**src/rtl/tx_buff_ctrl.sv**
```systemverilog
// tx_buff_ctrl: control stage for a double-buffered transmit datapath.
// Host words arrive over valid/ready and are loaded alternately into buffer 0
// and buffer 1. Each buffer is then serialized MSB-first with CLK_DIV clk
// cycles per bit. fill_sel and passTXbuff advance independently, which gives
// a 2-deep ping-pong that keeps the words in FIFO order.
module tx_buff_ctrl #(
  parameter int WIDTH   = 32,
  parameter int CLK_DIV = 4
) (
  input  logic clk,
  input  logic rst_n,
  input  logic tx_en,
  input  logic word_valid,
  output logic word_ready,
  output logic StartTX,
  output logic LoadTXBuff0,
  output logic LoadTXBuff1,
  output logic ShiftTXBuff0,
  output logic ShiftTXBuff1,
  output logic passTXbuff,
  output logic tx_active,
  output logic word_done
);

  localparam int            CW       = $clog2(WIDTH);
  localparam logic [CW-1:0] BIT_LAST = CW'(WIDTH - 1);
  localparam logic [CW-1:0] BIT_ONE  = CW'(1);
  localparam logic [CW-1:0] BIT_ZERO = CW'(0);
  localparam logic [7:0]    DIV_LAST = 8'(CLK_DIV - 1);

  localparam logic [0:0] ST_IDLE  = 1'b0;
  localparam logic [0:0] ST_SHIFT = 1'b1;

  logic          r_start;
  logic          r_full0;
  logic          r_full1;
  logic          r_fill_sel;
  logic          r_pass;
  logic [0:0]    r_state;
  logic [CW-1:0] r_bit_cnt;
  logic [7:0]    r_div_cnt;

  logic          w_fill_full;
  logic          w_ready;
  logic          w_accept;
  logic          w_load0;
  logic          w_load1;
  logic          w_drain_full;
  logic          w_other_full;
  logic          w_shift;
  logic          w_release;
  logic [0:0]    w_state_nxt;
  logic [CW-1:0] w_bit_nxt;
  logic [7:0]    w_div_nxt;
  logic          w_full0_nxt;
  logic          w_full1_nxt;

  // Fill side: a buffer can take a word only while it is empty and the
  // datapath is enabled; the load strobe fires in the same cycle as the
  // accept because the host drives TXIn only during that cycle.
  always_comb begin
    w_fill_full = r_fill_sel ? r_full1 : r_full0;
    w_ready     = r_start & ~w_fill_full;
    w_accept    = word_valid & w_ready;
    w_load0     = w_accept & ~r_fill_sel;
    w_load1     = w_accept & r_fill_sel;
  end

  // Drain side: bit timing, shift strobes and word release. When StartTX is
  // low, every counter and the state hold, so the bit in flight resumes
  // where it stopped.
  always_comb begin
    w_state_nxt  = r_state;
    w_bit_nxt    = r_bit_cnt;
    w_div_nxt    = r_div_cnt;
    w_shift      = 1'b0;
    w_release    = 1'b0;
    w_drain_full = r_pass ? r_full1 : r_full0;
    w_other_full = r_pass ? r_full0 : r_full1;
    if (r_start) begin
      case (r_state)
        ST_IDLE: begin
          if (w_drain_full) begin
            w_state_nxt = ST_SHIFT;
            w_bit_nxt   = BIT_ZERO;
            w_div_nxt   = 8'd0;
          end else begin
            w_state_nxt = ST_IDLE;
          end
        end
        ST_SHIFT: begin
          if (r_div_cnt == DIV_LAST) begin
            w_div_nxt = 8'd0;
            if (r_bit_cnt != BIT_LAST) begin
              w_shift   = 1'b1;
              w_bit_nxt = r_bit_cnt + BIT_ONE;
            end else begin
              // The last bit ends without a shift; the other buffer, if it
              // is full, starts immediately so there is no gap on TXOut.
              w_release   = 1'b1;
              w_bit_nxt   = BIT_ZERO;
              w_state_nxt = w_other_full ? ST_SHIFT : ST_IDLE;
            end
          end else begin
            w_div_nxt = r_div_cnt + 8'd1;
          end
        end
        default: begin
          w_state_nxt = ST_IDLE;
          w_bit_nxt   = BIT_ZERO;
          w_div_nxt   = 8'd0;
        end
      endcase
    end else begin
      w_state_nxt = r_state;
    end
  end

  // Full flags: set on load, cleared on release. A release and a load can
  // both happen in one cycle only on different buffers, because word_ready
  // is computed from the flag value before the edge.
  always_comb begin
    w_full0_nxt = (r_full0 & ~(w_release & ~r_pass)) | w_load0;
    w_full1_nxt = (r_full1 & ~(w_release & r_pass)) | w_load1;
  end

  // State registers; reset abandons any word in flight by clearing the flags.
  always_ff @(posedge clk or negedge rst_n) begin
    if (!rst_n) begin
      r_start    <= 1'b0;
      r_full0    <= 1'b0;
      r_full1    <= 1'b0;
      r_fill_sel <= 1'b0;
      r_pass     <= 1'b0;
      r_state    <= ST_IDLE;
      r_bit_cnt  <= BIT_ZERO;
      r_div_cnt  <= 8'd0;
    end else begin
      r_start    <= tx_en;
      r_full0    <= w_full0_nxt;
      r_full1    <= w_full1_nxt;
      r_fill_sel <= r_fill_sel ^ w_accept;
      r_pass     <= r_pass ^ w_release;
      r_state    <= w_state_nxt;
      r_bit_cnt  <= w_bit_nxt;
      r_div_cnt  <= w_div_nxt;
    end
  end

  assign word_ready   = w_ready;
  assign StartTX      = r_start;
  assign LoadTXBuff0  = w_load0;
  assign LoadTXBuff1  = w_load1;
  assign ShiftTXBuff0 = w_shift & ~r_pass;
  assign ShiftTXBuff1 = w_shift & r_pass;
  assign passTXbuff   = r_pass;
  assign tx_active    = (r_state == ST_SHIFT);
  assign word_done    = w_release;

endmodule
```
**config.mk**
```make
export PLATFORM = sky130hd
export DESIGN_NAME = tx_buff_ctrl
export DESIGN_NICKNAME = d
export VERILOG_FILES = /design/src/rtl/tx_buff_ctrl.sv
export SDC_FILE = /design/constraint.sdc
export NUM_CORES = 1
export LEC_CHECK = 0
export ABC_AREA = 0
export CORE_ASPECT_RATIO = 1.5
export CORE_MARGIN = 1.5
export CORE_UTILIZATION = 50
export CTS_CLUSTER_SIZE = 12
export DETAILED_ROUTE_END_ITERATION = 8
export GPL_TIMING_DRIVEN = 0
export PLACE_DENSITY = 0.72
export SYNTH_ARGS = -nofsm -noshare
export SYNTH_HDL_FRONTEND = slang
export SYNTH_SLANG_ARGS = --single-unit
```
**constraint.sdc**
```tcl
create_clock -name clk -period 2 [get_ports clk]
set_input_delay 0.2 -clock clk [delete_from_list [all_inputs] [get_ports clk]]
set_output_delay 0.2 -clock clk [all_outputs]
set_load 0.05 [all_outputs]
```
==> results.md <==
- Final Critical Period: 2002 ps
- Die ar.: 2440 sq um
- Vias in the first global route: 922
- Most frequent cell after synthesis: dfrtp_1
- Met1 Use GR: about 25%
- Post-Syn Nets: 121
- Global-route wire length before repair: 3933 um
- Combinational fraction of design power: 36.2%
- Clock transition at path regs: around 120 ps
- Vias/cell: between 6 and 7
- GRT busiest layer: met2
- Placed Area: 1266 sq um
- Max-Cap Viols: 0
- Total grt overflow: 0
- Worst vdd ir: 787.1 uV
- Crit-path max FO: 5
- Post-layout worst setup margin: -2.056 ps
- Die width: 40.84 um
- CTS buffer count: 3
- Clock network fraction of design power: 17.3%
- Post-synth top area share: 44.29%
- Initial drt markers: 20
- Sequential power share: between 40% and 50%
- Mean Syn Cell Area: 9.759 sq um
- Gr usage total: approximately a quarter
- EDFF count, synth: 0
- Max Transition Viols Final: 0
- Wirelength, routed: 2397 um
- Post-Syn Instances: 110
- Total core area: 2027 sq um
- Pre-CTS WS: -475.6 ps
- Fin util: 68.27%
- Share of cells above drive strength 1: 29.55%
- Clock Path Buffers: 2
- Synth warn: 0
- Sw Ratio: 39.13%
- Synth cell count leaders: 19 x dfrtp_1, 10 x nor2_1, 9 x inv_1
- Design Area, Final: 1384 sq um
- Routability cong.: 0.7734
- Max-slew headroom: 41.85%
- Critical path class: flop to output port
- Post-DP HPWL: 1622 um
- Pin slew with the least headroom to its limit: 869.5 ps
- Fin. Hold Viols: 0
- N_diodes: 0
- CTS tree: done
- IO Count: 13
- # fillers: 158
- Flops & latches, synth: 19
- Met3 Resource Use GR: under 10%
- Crit path launch type: flop
- Leakage power: 0.6463 nW
- Fin Clk Skew: 6.380 ps
- Syn-to-layout area delta: 28.90%
- Crit end category: output port
- Violated checks: negative setup slack
- Met2 usage: roughly two fifths
- Die height: 59.75 um
- Worst EP required: around 1800 ps
- Register area share after synthesis: between 40% and 50%
- Tightest Hold Check Type: input port to flop
- Switch Pwr: 0.0004766 W
- Clk_lat worst skew: 310 ps
- DRT antenna net count: 0
- CTS root buffer: clkbuf_4
- Setup TNS: -2.056 ps
- Fin crit share: 100.1%
- First-pass DRT Iterations: 4
- Ys async rst share: 100.0%
- Arr. time, crit path: 1800 ps
- FMAX: approximately 500 MHz
- Result of the run: finished with violations
- Port Buffer Count: 12
- PD cells: 880.2 nW/um^2
- Mapped Area: 1074 sq um
- Starting density of the core: 52.96%
- Nets: 144
- Cell variety after synth: 37
- Site Rows: 20
- Ys flop type: dfrtp_1
- Unrepaired setup endpoints after global routing: true
- CTS Sinks: 19
- Initial antenna violation count: 0
- Top cells by area, synth: dfrtp_1 44%, ha_1 8.2%, mux2i_1 3.7%
- Synth area leader: dfrtp_1
- Cell-internal power: 0.0007414 W
- Residual DRC count: 0
- Final Setup Violations: 1
- DR WL/cell: 15.56 um
- Routed vias: approximately 930
- Pin count of the biggest net entering global routing: 20
- Max H-tree Level: 1
-- logic make-up (layout without fill, tap and decap cells) --
family / count (synthesis) / count (layout) / share of synthesized area, %
compound gates: 21 / 21 / 15.50
xor+xnor: 3 / 3 / 2.448
fa+ha+maj: 7 / 7 / 8.158
buf+inv: 13 / 35 / 4.661
flops: 19 / 19 / 44.29
mux: 5 / 5 / 5.128
simple gates: 42 / 42 / 19.82
-- critical path, stage by stage, from the launching register on --
cell     delay (ps)
dfrtp_1         410
ha_2            200
and3_4          190
ha_4            180
nor2_4          130
nand3_2         110
nor2_2          110
buf_6           170
-- final timing paths --
path	cells past startpoint	start	endpoint	slack (ps)
worst max-delay path	7	r_bit_cnt[0]	ShiftTXBuff0	-2
worst min-delay path	1	tx_en	StartTX	310
worst max register to register	5	passTXbuff	r_bit_cnt[3]	300
worst min register to register	1	r_div_cnt[1]	r_div_cnt[1]	540
max in group asynchronous	1	rst_n	tx_active	1040
min in group asynchronous	1	rst_n	r_div_cnt[4]	360
-- cell usage in the layout, fill, tap and decap left out, types with 2 or more instances in the layout --
| master | Yosys | layout |
|---|---|---|
| buf_4 | 0 | 8 |
| clkdlybuf4s50_1 | 0 | 6 |
| o21ai_1 | 2 | 2 |
| a21o_1 | 3 | 3 |
| ha_2 | 0 | 3 |
| mux2i_1 | 4 | 4 |
| nand4_1 | 3 | 3 |
| and3_1 | 5 | 3 |
| nor2_2 | 0 | 2 |
| nand3_1 | 6 | 4 |
| buf_6 | 0 | 3 |
| buf_2 | 1 | 3 |
| a21oi_1 | 2 | 2 |
| xnor2_1 | 3 | 3 |
| nand2_1 | 7 | 6 |
| clkbuf_4 | 0 | 3 |
| ha_1 | 7 | 3 |
| and2_1 | 2 | 2 |
| inv_1 | 9 | 9 |
| nor2_1 | 10 | 7 |
| a32o_1 | 2 | 2 |
| dfrtp_2 | 0 | 2 |
| dfrtp_1 | 19 | 17 |
| and3_4 | 0 | 2 |
-- sequential cells by signal, indices dropped and copies added, names as in the netlist --
signal,cells
passTXbuff,1
r_bit_cnt,5
r_div_cnt,8
r_full0,1
r_fill_sel,1
StartTX,1
r_full1,1
tx_active,1
-- cell type report --
type,count,area [sq um],area share (%)
Multi-Input combinational cell,78,634.4,45.84
Sequential cell,19,478.0,34.54
Timing Repair Buffer,20,172.7,12.48
Inverter,9,33.78,2.441
Tap cell,22,27.53,1.989
Clock buffer,3,22.52,1.627
Buffer,2,10.01,0.7233
Clock inverter,1,5.005,0.3617
-- through the flow --
step / power [W] / instances / hold WS, ps
detailed placement: 0.0009533 / 144 / 505.8
floorplan: 0.0008406 / 110 / -95.59
global route: 0.001297 / 154 / 303.3
finish: 0.001218 / 154 / 312.9
CTS: 0.001176 / 148 / 313.4
global placement: 0.0009427 / 144 / 508.7
-- routing by layer --
metal  vias to the layer above  share of wire (%)
li1                        441                  -
met1                       470                 43
met2                        13                 52
met3                         4                2.6
met4                         0                2.1
met5                         -                  0
-- timing repair --
item,4_1_cts,5_1_grt
pin swaps,1,6
hold buffers,0,0
gates resized for setup,32,12
cloned,0,0
buffers inserted,2,6
setup endpoints to repair,6,5
-- power by group through the flow --
stage	clock network, W	registers (W)	logic [W]
finish	0.000211	0.000566	0.000441
global route	0.000226	0.000581	0.000490
CTS	0.000213	0.000558	0.000405
detailed placement	0	0.000567	0.000386
global placement	0	0.000564	0.000379
floorplan	0	0.000558	0.000282
Note: power is estimated with default switching activity, not from simulation.
